<file path="config.mk">
export PLATFORM = sky130hd
export DESIGN_NAME = rle_run_prefetch
export DESIGN_NICKNAME = d
export VERILOG_FILES = /design/src/rtl/rle_run_prefetch.sv
export SDC_FILE = /design/constraint.sdc
export NUM_CORES = 1
export LEC_CHECK = 0
export CORE_ASPECT_RATIO = 0.6
export CORE_MARGIN = 3
export CORE_UTILIZATION = 50
export CTS_CLUSTER_SIZE = 12
export DETAILED_ROUTE_END_ITERATION = 10
export GPL_ROUTABILITY_DRIVEN = 0
export PLACE_DENSITY = 0.74
export SKIP_LAST_GASP = 1
export SYNTH_ARGS = -nofsm -noshare
export SYNTH_HDL_FRONTEND = slang
export SYNTH_SLANG_ARGS = --single-unit
export TNS_END_PERCENT = 100
</file>
<file path="constraint.sdc">
create_clock -name clk -period 8 [get_ports clk]
set_input_delay 1.6 -clock clk [delete_from_list [all_inputs] [get_ports clk]]
set_output_delay 1.6 -clock clk [all_outputs]
set_load 0.05 [all_outputs]
</file>
<file path="src/rtl/rle_run_prefetch.sv">
// Flash word prefetcher: streams 32-bit words into a FIFO, emits 16-bit runs.
// Optional underrun counter port enabled with RLE_PREFETCH_STATS_EN.
module rle_run_prefetch #(
  parameter int ADDR_BITS  = 16,
  parameter int FIFO_DEPTH = 4
) (
  input  logic                 clk,
  input  logic                 rst,
  input  logic [ADDR_BITS-1:0] base_addr,
  input  logic                 frame_restart,
  output logic [ADDR_BITS-1:0] spi_addr,
  output logic                 spi_start_read,
  output logic                 spi_continue_read,
  output logic                 spi_stop_read,
  input  logic [31:0]          spi_data,
  input  logic                 spi_busy,
  output logic                 run_valid,
  input  logic                 run_ready,
  output logic [5:0]           run_colour,
  output logic [9:0]           run_length
`ifdef RLE_PREFETCH_STATS_EN
  ,
  output logic [7:0]           underrun_count
`endif
);

  localparam int PW = $clog2(FIFO_DEPTH);
  localparam logic [PW:0] FULL = (PW+1)'(FIFO_DEPTH);

  typedef enum logic [2:0] {
    S_IDLE,
    S_ISSUE,
    S_BUSY,
    S_HOLD,
    S_CONT,
    S_DRAIN
  } state_t;

  state_t state, state_nx;

  logic [31:0]   mem [FIFO_DEPTH];
  logic [PW-1:0] wptr, rptr;
  logic [PW:0]   count;
  logic          half;
  logic          push, pop, take;
  logic [31:0]   head;

  always_ff @(posedge clk or posedge rst) begin
    if (rst) state <= S_IDLE;
    else     state <= state_nx;
  end

  always_comb begin
    state_nx          = state;
    spi_start_read    = 1'b0;
    spi_continue_read = 1'b0;
    spi_stop_read     = 1'b0;
    unique case (state)
      S_IDLE:  spi_stop_read = 1'b1;
      S_ISSUE: spi_start_read = 1'b1;
      S_CONT:  spi_continue_read = 1'b1;
      S_DRAIN: spi_stop_read = 1'b1;
      default: ;
    endcase
    if (frame_restart) begin
      state_nx = (state == S_IDLE) ? S_ISSUE : S_DRAIN;
    end else begin
      unique case (state)
        S_IDLE:  state_nx = S_IDLE;
        S_ISSUE: state_nx = S_BUSY;
        S_BUSY:  if (!spi_busy) state_nx = S_HOLD;
        S_HOLD:  if (count < FULL) state_nx = S_CONT;
        S_CONT:  state_nx = S_BUSY;
        S_DRAIN: if (!spi_busy) state_nx = S_ISSUE;
        default: state_nx = S_IDLE;
      endcase
    end
  end

  assign head       = mem[rptr];
  assign run_valid  = (count != '0);
  assign run_colour = half ? head[15:10] : head[31:26];
  assign run_length = half ? head[9:0]   : head[25:16];

  assign take = run_valid && run_ready;
  assign push = (state == S_BUSY) && !spi_busy && !frame_restart;
  assign pop  = take && half && !frame_restart;

  always_ff @(posedge clk) begin
    if (push) mem[wptr] <= spi_data;
  end

  always_ff @(posedge clk or posedge rst) begin
    if (rst) begin
      wptr     <= '0;
      rptr     <= '0;
      count    <= '0;
      half     <= 1'b0;
      spi_addr <= '0;
    end else if (frame_restart) begin
      // flush wins over any push or pop this edge
      wptr     <= '0;
      rptr     <= '0;
      count    <= '0;
      half     <= 1'b0;
      spi_addr <= base_addr;
    end else begin
      if (push) wptr <= wptr + 1'b1;
      if (pop)  rptr <= rptr + 1'b1;
      if (take) half <= ~half;
      if (push && !pop)      count <= count + 1'b1;
      else if (pop && !push) count <= count - 1'b1;
    end
  end

`ifdef RLE_PREFETCH_STATS_EN
  always_ff @(posedge clk or posedge rst) begin
    if (rst)
      underrun_count <= '0;
    else if (frame_restart)
      underrun_count <= '0;
    else if (run_ready && !run_valid && underrun_count != 8'hFF)
      underrun_count <= underrun_count + 1'b1;
  end
`endif

endmodule

</file>
==> results of run 1 <==
==> per-layer routing <==
layer	part of all wire	up-vias
li1	-	1390
met1	0.47	1628
met2	0.47	96
met3	0.050	12
met4	0.011	0
met5	0	-
==> power groups by stage <==
stage | Sequential, mW | Combinational (mW) | Clock, mW
global route | 0.912 | 0.199 | 0.847
detailed placement | 0.926 | 0.188 | 0
floorplan | 0.943 | 0.0957 | 0
CTS | 0.910 | 0.189 | 0.809
global placement | 0.925 | 0.185 | 0
finish | 0.910 | 0.188 | 0.795
==> worst max-delay path: stages, from the launching register on <==
cell and delay, ns:
dfrtp_2 0.68, buf_4 0.45, mux4_2 0.57, mux2_2 0.29, clkdlybuf4s50_1 0.70
==> cell families (layout without fill, tap and decap cells) <==
family	count (synthesis)	after routing	share of synthesized area
DFF	155	155	0.737
muxes	65	65	0.178
and+or+nand+nor	34	34	0.0277
buffers and inverters	25	131	0.0190
AOI/OAI and AO/OA	14	14	0.0155
xor gates and xnor gates	6	6	0.0116
adders and majority gates	5	5	0.0114
==> flip-flops by register name, summed over array words and instances (netlist names) <==
register,cells
count,3
half,1
mem,128
rptr,2
spi_addr,16
state,3
wptr,2
==> per-stage QoR <==
stage | utilization | hold slack [ns] | power (mW)
2_1_floorplan | - | 0.539 | 1.04
3_3_place_gp | 0.615 | 0.489 | 1.11
3_5_place_dp | 0.615 | 0.495 | 1.11
4_1_cts | 0.666 | 0.509 | 1.91
5_1_grt | 0.666 | 0.521 | 1.96
6_report | 0.666 | 0.509 | 1.89
==> final timing paths <==
path / end / depth (start not counted) / start / slack (ns)
setup / recovery: run_colour[0] / 4 / rptr[0]$_DFFE_PP0P_ / 3.27
hold / removal: spi_addr[6]$_DFFE_PP0P_ / 1 / spi_addr[6]$_DFFE_PP0P_ / 0.51
max in group asynchronous: rptr[0]$_DFFE_PP0P_ / 2 / rst / 5.56
hold reg to reg: spi_addr[6]$_DFFE_PP0P_ / 1 / spi_addr[6]$_DFFE_PP0P_ / 0.51
min in group asynchronous: spi_addr[11]$_DFFE_PP0P_ / 2 / rst / 1.74
setup reg to reg: count[2]$_DFFE_PP0P_ / 6 / half$_DFFE_PP0P_ / 5.32
==> area by class of cell <==
| class | count | area share |
|---|---|---|
| clock buffers | 17 | 0.0549 |
| clock inverters | 15 | 0.0216 |
| inverters | 8 | 0.00387 |
| multi-input cells | 124 | 0.194 |
| flip-flops and latches | 155 | 0.583 |
| well taps | 160 | 0.0258 |
| repair buffers | 91 | 0.117 |
==> layout by cell type (no fill, tap or decap), drive strengths merged, types with 2 or more instances in the layout <==
| cell | instances |
|---|---|
| a21oi | 4 |
| o21ai | 4 |
| dfrtp | 27 |
| xnor2 | 3 |
| nor2 | 11 |
| and2 | 5 |
| buf | 3 |
| nor3 | 3 |
| clkinvlp | 3 |
| ha | 4 |
| nand2 | 8 |
| edfxtp | 128 |
| and3 | 2 |
| clkbuf | 17 |
| bufinv | 2 |
| mux4 | 32 |
| clkinv | 6 |
| mux2 | 32 |
| inv | 12 |
| xor2 | 3 |
| clkdlybuf4s50 | 88 |
==> qor.csv, run 1 <==
metric;value;unit
run status;finished, final reports clean;
Diodes inserted;0;
Syn Area/Cell;20.2;sq um
Pwr Density;244;nW/um^2
vias per std cell;5.48;
CTS tree;done;
DR pass1 iterations;4;
worst-skew pair later-pin latency;0.42;ns
CTS Hold Bufs;0;
clock power share;0.420;
Sw Ratio;0.242;
Critical Path RT;6.40;ns
min Tclk post-route;4.73;ns
final hold violation count;0;
CTS-repair resized insts;0;
clk buf depth;2;
All-Layer GR Usage;0.178;
Num CTS Buffers;17;
synthesis-stage register bit count;155;
Primary FF master, synth;edfxtp_1;
Leak;2.58;nW
NetSw;0.459;mW
pin count of the biggest net entering global routing;33;
grt ovf;0;
area delta synth->final;26.4;%
Synth async-reset ratio;0.174;
DRC viols;0;
post-CTS setup buffer count;0;
clock slew at reported path FFs;0.06;ns
placed cell count;538;
Rows;30;
antenna violations before repair;0;
final worst slack;3.27;ns
first-pass GRT wire length;18.1;mm
# port buffers;88;
Post-synth EDFFs;128;
Root Driver;clkbuf_16;
f_max;211;MHz
ratio of cells with drive above 1 in the final layout;0.259;
Final #Nets;455;
fin. max-slew vios;0;
Setup Viol. Count Final;0;
# fillers;778;
Ports;89;
busiest grt layer;met2;
ranking of synthesized cells by area;edfxtp_1 63%, mux4_2 12%, dfrtp_1 11%;
Cell Area, Placed;7160;sq um
chip height;91.8;um
drt initial violations;168;
top-count cell post-synth;edfxtp_1;
met2 Track Usage GR;0.265;
post-route insts no fill;570;
Reg power frac;0.481;
die area;13700;sq um
met3 Track Usage GR;0.0454;
CP max FO;20;
DP HPWL;7.08;mm
Die Width;149;um
power share of the combinational group;0.099;
share of the synthesized area in the top cell type;0.627;
Seq/Total Area, Yosys;0.737;
vias in the first global route;3275;
register area;4520;sq um
Clock Skews;0.00611;ns
CP arrival;3.13;ns
# Max-Cap Violations;0;
worst-margin pin slew;1.05;ns
Slew HR;0.299;
routed via count;3126;
clock sink total;155;
Int Pwr;1.43;mW
yosys warns;0;
post-synth top area cell;edfxtp_1;
Starting Density;0.527;
Synth Cell Area;6130;sq um
H-tree Lvls;4;
met1 Use GR;0.262;
Setup TNS;0;ns
critical path startpoint category;register;
multi-input logic area;1500;sq um
Crit Path Class;register to primary output;
final WL;11.4;mm
Routed WL per cell;19.9;um
Distinct cells, synth;34;
dpl ws;3.68;ns
final instance area;7750;sq um
fin crit share;0.591;
Mapped Nets;362;
RSZ-0062 raised after global routing;no;
ANT nets after route;0;
HP Class;register to register;
CORE AREA;11600;sq um
Peak VDD IR;0.000159;V
Crit. End Element;primary output;
Syn Inst Count;304;
top post-synthesis cells by count;128 x edfxtp_1, 32 x mux2_2, 32 x mux4_2, 27 x dfrtp_1, 11 x nor2_1;
No activity file was read; power rests on OpenSTA's default activity.
==> run 2: changes to the inputs <==
--- a/config.mk
+++ b/config.mk
@@ -7,11 +7,11 @@
 export LEC_CHECK = 0
 export CORE_ASPECT_RATIO = 0.6
 export CORE_MARGIN = 3
-export CORE_UTILIZATION = 50
+export CORE_UTILIZATION = 49
 export CTS_CLUSTER_SIZE = 12
 export DETAILED_ROUTE_END_ITERATION = 10
 export GPL_ROUTABILITY_DRIVEN = 0
-export PLACE_DENSITY = 0.74
+export PLACE_DENSITY = 0.76
 export SKIP_LAST_GASP = 1
 export SYNTH_ARGS = -nofsm -noshare
 export SYNTH_HDL_FRONTEND = slang
==> constraint.sdc (replaced) <==
create_clock -name clk -period 4.1 [get_ports clk]
set_input_delay 0.82 -clock clk [delete_from_list [all_inputs] [get_ports clk]]
set_output_delay 0.82 -clock clk [all_outputs]
set_load 0.05 [all_outputs]
==> run 2 against run 1 <==
Clock-buffer cell count is the same. Utilization grew 0.11 points. Largest cell class unchanged. Largest power group unchanged. Via count shrank 0.90%. Global-route usage shrank 0.37 points. Power grew 100%. Final area grew 1.1%.
==> qor.csv, run 2 (synthesized netlist as in run 1, its figures left out) <==
metric;value;unit;change
Setup TNS;0;ns;unchanged
CP max FO;34;;+70%
placed cell count;541;;+0.56%
critical path startpoint category;register;;
fin crit share;0.842;;
min Tclk post-route;3.45;ns;
chip height;92.7;um;+0.95%
clock sink total;155;;unchanged
final worst slack;0.647;ns;-2.62 ns
DR pass1 iterations;4;;unchanged
Routed WL per cell;19.6;um;-1.7%
pin count of the biggest net entering global routing;35;;+6.1%
commonest non-fill, non-tap cell in the layout;edfxtp_1;;
CORE AREA;11700;sq um;+0.97%
fin. max-slew vios;0;;unchanged
Ports;89;;unchanged
Clock Skews;0.00963;ns;+0.00352 ns
first-pass GRT wire length;17.9;mm;-1.5%
run status;finished, final reports clean;;
dpl ws;0.847;ns;-2.83 ns
RSZ-0062 raised after global routing;no;;
vias per std cell;5.41;;-1.4%
DRC viols;0;;unchanged
Starting Density;0.522;;-0.00505
Setup Viol. Count Final;0;;unchanged
Crit Path Class;register to primary output;;
routed via count;3098;;-0.90%
Final #Nets;458;;+0.66%
WP buf/inv;2;;unchanged
ANT nets after route;0;;unchanged
Regs by FF count;mem: 128 flops, spi_addr: 16 flops;;
worst-skew pair later-pin latency;0.41;ns;about the same
area delta synth->final;27.8;%;
max reg flops;128;;unchanged
Root Driver;clkbuf_16;;
Register-to-Register Path Depth;3;;-3
commonest non-fill, non-tap cells in the layout;128 x edfxtp_1, 88 x clkdlybuf4s50_1, 32 x mux2_2, 32 x mux4_2, 26 x dfrtp_1;;
CTS tree;done;;
Slew HR;0.309;;+0.0106
worst-margin pin slew;1.04;ns;-0.0158 ns
Peak VDD IR;0.000306;V;+92%
# port buffers;88;;unchanged
Reg with most FFs;mem;;
CP cell instances;buf_12, mux4_2, mux2_2, clkdlybuf4s50_1;;
H-tree Lvls;4;;unchanged
post-CTS setup buffer count;0;;unchanged
CTS Hold Bufs;0;;unchanged
HP Class;register to register;;
Critical Path RT;3.28;ns;-3.12 ns
Crit. End Element;primary output;;
Critical Path Stages;4;;unchanged
ratio of cells with drive above 1 in the final layout;0.264;;+0.00539
worst hold path cell count;1;;unchanged
final WL;11.2;mm;-1.1%
Pwr Density;488;nW/um^2;+100%
vias in the first global route;3241;;-1.0%
drt initial violations;213;;+27%
PnR Total Power;3.83;mW;+100%
CP arrival;2.63;ns;-0.50 ns
Die Width;150;um;+0.97%
grt ovf;0;;unchanged
clk buf depth;2;;unchanged
Rows;30;;unchanged
Leak;2.63;nW;+2.1%
clock slew at reported path FFs;0.06;ns;about the same
post-route insts no fill;573;;+0.53%
crit-path max cell delay;0.70;ns;about the same
Num CTS Buffers;17;;unchanged
# Max-Cap Violations;0;;unchanged
Finished Core Util;0.667;;+0.00107
antenna violations before repair;0;;unchanged
die area;13900;sq um;+1.9%
f_max;290;MHz;
DP HPWL;6.90;mm;-2.6%
All-Layer GR Usage;0.174;;-0.00374
Diodes inserted;0;;unchanged
Slowest-stage cell, CP;clkdlybuf4s50_1;;
delay-heaviest family, CP;buffers and inverters;;
final hold violation count;0;;unchanged
CTS-repair resized insts;0;;unchanged
-- run 2: path summary, 6_finish.rpt --
kind	endpoint	slack, ns	startpoint
hold / removal	spi_addr[5]$_DFFE_PP0P_	0.51	spi_addr[5]$_DFFE_PP0P_
setup reg to reg	mem[3][12]$_DFFE_PP_	1.56	state[0]$_DFFE_PP0P_
min in group asynchronous	spi_addr[8]$_DFFE_PP0P_	0.98	rst
hold reg to reg	spi_addr[5]$_DFFE_PP0P_	0.51	spi_addr[5]$_DFFE_PP0P_
max in group asynchronous	rptr[0]$_DFFE_PP0P_	2.43	rst
setup / recovery	run_colour[0]	0.65	rptr[0]$_DFFE_PP0P_
-- run 2: final cells by class --
class / count / area, sq um
multi-input combinational: 124 / 1500
timing repair buffer: 94 / 938
fill: 786 / 3910
clock buffer: 17 / 425
sequential: 155 / 4520
tap: 160 / 200
clock inverter: 15 / 220
inverter: 8 / 30.0
-- run 2: through the flow --
step | hold slack [ns] | cell area, sq um
floorplan | 0.539 | 6130
global placement | 0.488 | 7190
detailed placement | 0.498 | 7190
CTS | 0.513 | 7840
global route | 0.517 | 7840
finish | 0.506 | 7840
-- run 2: power by group --
| part | switching (mW) | internal, mW | total [mW] | leakage, nW |
|---|---|---|---|---|
| Combinational | 0.217 | 0.153 | 0.369 | 0.836 |
| Clock | 0.606 | 1.08 | 1.69 | 0.315 |
| Sequential | 0.0346 | 1.74 | 1.77 | 1.48 |
| Total | 0.858 | 2.97 | 3.83 | 2.63 |
-- run 2: routing by layer --
layer,track usage,vias up,share of wire
li1,-,1396,-
met1,0.242,1599,0.43
met2,0.275,90,0.51
met3,0.0435,13,0.061
met4,0.0525,0,0.0091
met5,0,-,0
==> run 3: changes to the inputs <==
--- a/config.mk
+++ b/config.mk
@@ -7,11 +7,11 @@
 export LEC_CHECK = 0
 export CORE_ASPECT_RATIO = 0.6
 export CORE_MARGIN = 3
-export CORE_UTILIZATION = 49
+export CORE_UTILIZATION = 50
 export CTS_CLUSTER_SIZE = 12
 export DETAILED_ROUTE_END_ITERATION = 10
 export GPL_ROUTABILITY_DRIVEN = 0
-export PLACE_DENSITY = 0.76
+export PLACE_DENSITY = 0.74
 export SKIP_LAST_GASP = 1
 export SYNTH_ARGS = -nofsm -noshare
 export SYNTH_HDL_FRONTEND = slang
==> constraint.sdc (replaced) <==
create_clock -name clk -period 3.45 [get_ports clk]
set_input_delay 0.69 -clock clk [delete_from_list [all_inputs] [get_ports clk]]
set_output_delay 0.69 -clock clk [all_outputs]
set_load 0.05 [all_outputs]
==> run 3 against run 2 <==
Final area hardly changed. Critical path depth stayed put. Worst setup slack worse by 0.12 ns. Largest power group unchanged. Clock power is 11% higher. Largest cell class unchanged.
==> qor.csv, run 3 (synthesized netlist as in run 1, its figures left out) <==
metric;value;unit;change
Die Width;149;um;-0.96%
fin crit share;0.848;;
CP arrival;2.23;ns;-0.40 ns
die area;13700;sq um;-1.9%
Peak VDD IR;0.000414;V;+35%
pin count of the biggest net entering global routing;33;;-5.7%
first-pass GRT wire length;19.0;mm;+6.6%
CTS-repair resized insts;0;;unchanged
Slowest-stage cell, CP;mux4_2;;
Root Driver;clkbuf_16;;
CTS Hold Bufs;0;;unchanged
Pwr Density;564;nW/um^2;+15%
register area;4520;sq um;unchanged
vias per std cell;5.49;;+1.6%
Leak;2.67;nW;+1.5%
fin. max-slew vios;0;;unchanged
RSZ-0062 raised after global routing;no;;
# fillers;754;;-4.1%
Reg with most FFs;mem;;
crit-path max cell delay;0.56;ns;-0.14 ns
Num CTS Buffers;17;;unchanged
commonest non-fill, non-tap cell in the layout;edfxtp_1;;
worst-skew pair later-pin latency;0.40;ns;about the same
H-tree Lvls;4;;unchanged
Starting Density;0.527;;+0.00505
Setup TNS;0;ns;unchanged
min Tclk post-route;2.92;ns;
multi-input logic area;1500;sq um;unchanged
Final #Nets;463;;+1.1%
DRC viols;0;;unchanged
clock sink total;155;;unchanged
# port buffers;88;;unchanged
most frequent CP cell;buf_4;;
CP max FO;20;;-41%
run status;finished, final reports clean;;
f_max;342;MHz;
Ports;89;;unchanged
Regs by FF count;mem: 128 flops, spi_addr: 16 flops;;
worst-margin pin slew;0.960;ns;-0.0755 ns
CP cell instances;buf_4, mux4_2, mux2_2, buf_4;;
Rows;30;;unchanged
Crit. End Element;primary output;;
grt ovf;0;;unchanged
final hold violation count;0;;unchanged
All-Layer GR Usage;0.186;;+0.0114
CTS tree;done;;
CORE AREA;11600;sq um;-0.96%
final WL;12.0;mm;+6.6%
DP HPWL;7.50;mm;+8.7%
area delta synth->final;27.9;%;about the same
drt initial violations;203;;-4.7%
Critical Path RT;2.76;ns;-0.52 ns
DR pass1 iterations;5;;+1
routed via count;3175;;+2.5%
# Max-Cap Violations;0;;unchanged
critical path startpoint category;register;;
Crit Path Class;register to primary output;;
Diodes inserted;0;;unchanged
max reg flops;128;;unchanged
HP Class;register to register;;
ANT nets after route;0;;unchanged
post-CTS setup buffer count;0;;unchanged
Clock Skews;0.00690;ns;-0.00273 ns
worst hold margin;0.504;ns;-0.00200 ns
ratio of cells with drive above 1 in the final layout;0.301;;+0.0375
Routed WL per cell;20.7;um;+5.7%
Setup Viol. Count Final;0;;unchanged
chip height;91.8;um;-0.94%
vias in the first global route;3315;;+2.3%
Slew HR;0.351;;+0.0421
clock slew at reported path FFs;0.06;ns;about the same
antenna violations before repair;0;;unchanged
clk buf depth;2;;unchanged
commonest non-fill, non-tap cells in the layout;128 x edfxtp_1, 72 x clkdlybuf4s50_1, 32 x mux2_2, 32 x mux4_2, 26 x dfrtp_1;;
==> run 3: changes by cell type in the layout (fill, tap and decap cells not counted) <==
cell | previous run | this run
clkinv_4 | 3 | 0
clkbuf_8 | 0 | 2
clkbuf_16 | 17 | 21
clkinvlp_4 | 1 | 0
buf_12 | 1 | 4
bufinv_16 | 5 | 1
buf_4 | 5 | 23
clkdlybuf4s50_1 | 88 | 72
inv_6 | 2 | 0
clkbuf_1 | 0 | 4
==> run 3: layout make-up <==
class	instances	share of cell area
clock buffer	27	0.0724
clock inverter	5	0.00622
inverter	8	0.00383
multi-input combinational	124	0.192
sequential	155	0.576
tap	160	0.0255
timing repair buffer	99	0.124
==> run 3: worst max-delay path: cells and delay by family, from the launching register on <==
family	cells	cell delay, ns
buffers and inverters	2	0.56
DFF	1	0.37
muxes	2	0.89
==> run 3: through the flow <==
stage / setup WS, ns / power [mW] / util / area, sq um / std cells
2_1_floorplan: 0.785 / 2.41 / - / 6130 / 304
3_3_place_gp: 0.546 / 2.58 / 0.621 / 7230 / 546
3_5_place_dp: 0.512 / 2.59 / 0.621 / 7230 / 546
4_1_cts: 0.474 / 4.46 / 0.674 / 7840 / 578
5_1_grt: 0.420 / 4.57 / 0.674 / 7840 / 578
6_report: 0.526 / 4.42 / 0.674 / 7840 / 578
==> run 3: final timing paths <==
check | from | end | slack (ns) | cells past startpoint
setup / recovery | rptr[0]$_DFFE_PP0P_ | run_length[5] | 0.53 | 4
hold / removal | spi_addr[8]$_DFFE_PP0P_ | spi_addr[8]$_DFFE_PP0P_ | 0.50 | 1
setup reg to reg | state[0]$_DFFE_PP0P_ | mem[2][18]$_DFFE_PP_ | 1.08 | 4
hold reg to reg | spi_addr[8]$_DFFE_PP0P_ | spi_addr[8]$_DFFE_PP0P_ | 0.50 | 1
max in group asynchronous | rst | count[2]$_DFFE_PP0P_ | 2.16 | 3
min in group asynchronous | rst | rptr[0]$_DFFE_PP0P_ | 0.68 | 2
==> run 3: power breakdown <==
group	switching, mW	leakage [nW]	internal [mW]
logic	0.262	0.884	0.182
registers	0.0422	1.48	2.07
clock network	0.671	0.305	1.20
total	0.975	2.67	3.45
==> run 3: per-layer routing <==
layer  share of wire  global-route usage
met1            0.46               0.280
met2            0.47               0.271
met3           0.056              0.0528
met4          0.0051              0.0434
met5               0                   0
